--- config.mk ---
export PLATFORM = sky130hd
export DESIGN_NAME = pim_weight_writer
export DESIGN_NICKNAME = d
export VERILOG_FILES = /design/src/rtl/pim_weight_writer.sv
export SDC_FILE = /design/constraint.sdc
export NUM_CORES = 2
export LEC_CHECK = 0
export ABC_AREA = 1
export CELL_PAD_IN_SITES_DETAIL_PLACEMENT = 2
export CELL_PAD_IN_SITES_GLOBAL_PLACEMENT = 2
export CORE_AREA = 5 5 641 643
export DETAILED_ROUTE_END_ITERATION = 10
export DIE_AREA = 0 0 646 648
export PLACE_DENSITY_LB_ADDON = 0.1
export RECOVER_POWER = 100
export REMOVE_ABC_BUFFERS = 1
export SYNTH_ARGS = -nofsm -noshare
export SYNTH_HDL_FRONTEND = slang
export SYNTH_SLANG_ARGS = --single-unit
--- constraint.sdc ---
create_clock -name clk -period 58.7 [get_ports clk]
set_input_delay 17.61 -clock clk [delete_from_list [all_inputs] [get_ports clk]]
set_output_delay 17.61 -clock clk [all_outputs]
set_load 0.05 [all_outputs]
--- src/rtl/pim_weight_writer.sv ---
// Crossbar weight programmer: collects one column of WEIGHT_P-bit weights,
// splits them into high/low halves and writes the H and L arrays column by column.
module pim_weight_writer #(
    parameter int INPUT_SIZE = 100,
    parameter int WEIGHT_P   = 16,
    parameter int DEPTH      = 100,
    parameter int AW         = (DEPTH > 1) ? $clog2(DEPTH) : 1
) (
    input  logic                               clk,
    input  logic                               rst,
    input  logic                               start,
    input  logic                               in_valid,
    input  logic [WEIGHT_P-1:0]                in_weight,
    output logic                               in_ready,
    output logic                               wr_en,
    output logic [AW-1:0]                      wr_addr,
    output logic [INPUT_SIZE*(WEIGHT_P/2)-1:0] wr_data_H,
    output logic [INPUT_SIZE*(WEIGHT_P/2)-1:0] wr_data_L,
    input  logic                               wr_ack,
    output logic                               busy,
    output logic                               done
);
    localparam int HP = WEIGHT_P / 2;
    localparam int RW = (INPUT_SIZE > 1) ? $clog2(INPUT_SIZE) : 1;
    localparam logic [RW-1:0] LAST_ROW = RW'(INPUT_SIZE - 1);
    localparam logic [AW-1:0] LAST_COL = AW'(DEPTH - 1);

    typedef enum logic [2:0] {IDLE, FILL, WRITE, WAIT_ACK, DONE} state_t;

    state_t        state_q, state_d;
    logic [RW-1:0] row_cnt, row_d;
    logic [AW-1:0] col_cnt, col_d;
    logic          accept;

    logic [INPUT_SIZE-1:0][HP-1:0] buf_h;
    logic [INPUT_SIZE-1:0][HP-1:0] buf_l;

    assign accept = (state_q == FILL) && in_valid;

    always_ff @(posedge clk or posedge rst) begin
        if (rst) begin
            state_q <= IDLE;
            row_cnt <= '0;
            col_cnt <= '0;
        end else begin
            state_q <= state_d;
            row_cnt <= row_d;
            col_cnt <= col_d;
        end
    end

    always_comb begin
        state_d = state_q;
        row_d   = row_cnt;
        col_d   = col_cnt;
        case (state_q)
            IDLE: begin
                if (start) begin
                    state_d = FILL;
                    row_d   = '0;
                    col_d   = '0;
                end
            end
            FILL: begin
                if (in_valid) begin
                    if (row_cnt == LAST_ROW) begin
                        state_d = WRITE;
                        row_d   = '0;
                    end else begin
                        row_d = row_cnt + RW'(1);
                    end
                end
            end
            WRITE:    state_d = WAIT_ACK;
            WAIT_ACK: begin
                if (wr_ack) begin
                    if (col_cnt == LAST_COL) begin
                        state_d = DONE;
                    end else begin
                        col_d   = col_cnt + AW'(1);
                        state_d = FILL;
                    end
                end
            end
            DONE:     state_d = IDLE;
            default:  state_d = IDLE;
        endcase
    end

    // Column buffer doubles as the write data register: it only moves on
    // accepted beats, so it stays stable across WRITE and WAIT_ACK.
    for (genvar r = 0; r < INPUT_SIZE; r++) begin : g_row
        always_ff @(posedge clk or posedge rst) begin
            if (rst) begin
                buf_h[r] <= '0;
                buf_l[r] <= '0;
            end else if (accept && row_cnt == RW'(r)) begin
                buf_h[r] <= in_weight[WEIGHT_P-1:HP];
                buf_l[r] <= in_weight[HP-1:0];
            end
        end
    end

    assign in_ready  = (state_q == FILL);
    assign wr_en     = (state_q == WRITE);
    assign busy      = (state_q != IDLE);
    assign done      = (state_q == DONE);
    assign wr_addr   = col_cnt;
    assign wr_data_H = buf_h;
    assign wr_data_L = buf_l;

endmodule

==> flow_metrics.tcl <==
set metrics [dict create \
    die_width_um 646 \
    wl_mm 366 \
    worstPathCellList "dlygate4sd3_1 -> clkinvlp_2 -> clkbuf_1 -> clkbuf_1 -> clkbuf_1" \
    grt_pass1_vias 51600 \
    syn_inst 5635 \
    synth-xor-area-share_pct 0.0151 \
    max_freq_ghz 0.0293 \
    cts_buffer_depth 4 \
    cp_top_family "buffers and inverters" \
    drive_above_1_share_pct 5.25 \
    maxSlewHeadroom_pct -477 \
    synth_seq_cells 1617 \
    skew_ns 0.0431 \
    worstPathMaxFanout 150 \
    post-dp-hpwl_mm 251 \
    netlist_area_um2 58000 \
    nFillCells 45300 \
    syn_to_final_growth_pct 49.6 \
    cts_tree "yes" \
    io_pins 1632 \
    clk_latency_ns 0.90 \
    setup_slack_ns 24.54 \
    synthMuxAreaShare_pct 0 \
    rsz0062_at_grt "no" \
    failed_checks "capacitance limit, slew limit" \
    postRouteAntennaNets 0 \
    num_rows 234 \
    hold_viol_final 0 \
    max_stage_delay_ns 6.16 \
    drv_cap 65 \
    h-tree-depth 4 \
    hold_buffers 0 \
    dieArea_um2 419000 \
    dpl.cell_count 12300 \
    crit_required_ns 57.53 \
    cp_num_buf_inv 5 \
    clock_sinks 1617 \
    grt_pass1_wl_mm 487 \
    synthDistinctLibCells 26 \
    fin_crit_sh_pct 58.2 \
    grt_max_degree 151 \
    leakagePower_nw 41.8 \
    setup_violations 0 \
    clk_pin_slew_worst_paths_ns 0.05 \
    synthSimpleGateAreaFrac_pct 12.5 \
    place.gp.congestion 0.732 \
    grt_util_all_layers_pct 16.8 \
    clockRootBuffer "clkbuf_16" \
    start_kind "input port" \
    first_iter_violations 2495 \
    endpoint_kind "asynchronous set/reset pin" \
    ir_drop_uv 24.2 \
    port_buffers 1631 \
    hold_path.class "flop to flop" \
    slew_viol_final 2764 \
    vias_per_cell 3.79 \
    grt_antenna_before_repair 47 \
    path_class "input port to asynchronous set/reset pin" \
    synth_compound_area_share_pct 13.9 \
    powerDensity_nw_per_um2 34.1 \
    die-height_um 648 \
    period_needed_ns 34.16 \
    cp_slowest_cell "clkbuf_1" \
    place_ws_ns 36.60 \
    avgSynthCellArea_um2 10.3 \
    power_mw 2.95 \
    cpMostUsedCell "clkbuf_1" \
    drt_first_pass_iters 5 \
    wl_per_cell_um 28.7 \
    post-route-drc-count 0 \
    vias 48200 \
    max_slew.worst_pin.slew_ns 8.65 \
    worstPathArrival_ns 32.99 \
    layout.nets 7139 \
    cts_setup_buffers 0 \
    status "finished with violations" \
    ys_seq_area_share_pct 69.8 \
    design.core.area_um2 405000 \
    ys_warn_count 0 \
    initial_core_util_pct 14.3 \
    synth_top_family_by_area "compound AO/OA/AOI/OAI gates" \
    cts_buffers 215 \
    layoutNonFillerInstCount 12700 \
    gr-total-overflow 0 \
    post_cts_resized 0 \
    whs_ns 0.476 \
    synthAdderAreaFrac_pct 0.108 \
]
cells in the final DEF (no fill, tap or decap):
cell	Yosys	final
nand2_1	1754	1763
dfrtp_1	1617	1617
dlygate4sd3_1	0	1614
o21ai_0	1596	1604
clkbuf_16	0	218
clkbuf_1	378	133
clkbuf_8	0	55
nor2_1	48	49
nand3_1	43	44
inv_1	40	40
buf_4	4	36
diode_2	0	33
clkinv_2	0	29
inv_6	0	21
clkdlybuf4s50_1	0	17
ha_1	5	5
bufinv_16	0	5
nor2_4	4	4
nand4_1	4	4
clkinv_16	0	4
inv_2	4	3
nand3b_1	3	3
nor3_1	2	2
nor3_4	1	1
clkinvlp_2	0	1
nand3_2	1	1
nand2_2	0	1
a21oi_1	1	1
o21bai_1	1	1
xor2_1	1	1
o21ai_1	9	1
clkinv_8	0	1
clkinvlp_4	0	1
buf_12	0	1
cells by family after synthesis:
family,count (synthesis)
buf+inv,533
compound gates,1607
flops,1617
xor+xnor,1
fa+ha+maj,5
simple gates,1872
state kept, by name (all words and copies together), names as in the netlist:
signal / count
wr_data_H: 800
wr_data_L: 800
row_cnt: 7
state_q: 3
wr_addr: 7
synthesized netlist by cell type:
master    count  area (um^2)
nor2_2        1         6.26
nand3_4       1         17.5
nand3_2       1         10.0
nand3b_1      3         22.5
ha_1          5         62.6
nor2_1       48          180
nand3_1      43          215
clkinv_1     16         60.1
dfrtp_1    1617        40500
nor3_1        2         10.0
nand4_1       4         25.0
o21bai_1      1         7.51
nor2_4        4         45.0
clkbuf_1    378         1420
xor2_1        1         8.76
inv_2         4         15.0
buf_6         1         11.3
a21oi_1       1         5.00
buf_2        90          450
nand2_4      10          113
o21ai_0    1596         7990
buf_4         4         30.0
nor3_4        1         16.3
o21ai_1       9         45.0
nand2_1    1754         6580
inv_1        40          150
path summary, 6_finish.rpt:
check / to / cells after the start / slack [ns] / start
setup / recovery: wr_data_L[788]$_DFFE_PP0P_ / 5 / 24.54 / rst
hold / removal: wr_data_L[599]$_DFFE_PP0P_ / 2 / 0.48 / wr_data_L[599]$_DFFE_PP0P_
setup reg to reg: wr_data_L[44]$_DFFE_PP0P_ / 6 / 52.66 / state_q[1]$_DFFE_PP0P_
hold reg to reg: wr_data_L[599]$_DFFE_PP0P_ / 2 / 0.48 / wr_data_L[599]$_DFFE_PP0P_
max in group clk: wr_data_L[44]$_DFFE_PP0P_ / 6 / 35.94 / in_valid
min in group asynchronous: wr_data_L[151]$_DFFE_PP0P_ / 2 / 18.65 / rst
stage by stage:
step	cell area, um^2	util [%]	TNS [ns]
6_report	86700	21.4	0
5_1_grt	86600	21.4	0
4_1_cts	87100	21.5	0
3_5_place_dp	80100	19.8	0
3_3_place_gp	80100	19.8	0
2_1_floorplan	56100	-	-7340.68
worst reg2reg max path, cell delays in order, from the launching register on:
cell	delay (ns)
dfrtp_1	0.44
nor2_4	0.14
nand3_1	0.86
nor2_4	0.35
clkbuf_1	1.67
nand2_1	1.84
o21ai_0	0.62
layout make-up:
class	count	area (um^2)	area share, %
Multi-Input combinational cell	3485	15300	17.6
Inverter	60	307	0.353
Sequential cell	1617	40500	46.7
Clock buffer	340	6460	7.45
Clock inverter	45	483	0.557
Timing Repair Buffer	1734	16900	19.4
Antenna cell	33	82.6	0.0952
Tap cell	5428	6790	7.83
per-layer routing:
metal	share of wire (%)	wire (um)	track usage (%)
met5	0.0033	12	0
met4	2.8	10400	4.32
met3	7.4	27100	5.25
met2	51	186000	30.1
met1	39	142000	19.3
power by group:
part / switching, mW / internal (mW)
Combinational: 0.346 / 0.0871
Sequential: 0.0296 / 1.16
Clock: 0.555 / 0.773
Total: 0.931 / 2.02
(Power assumes the default switching activity.)
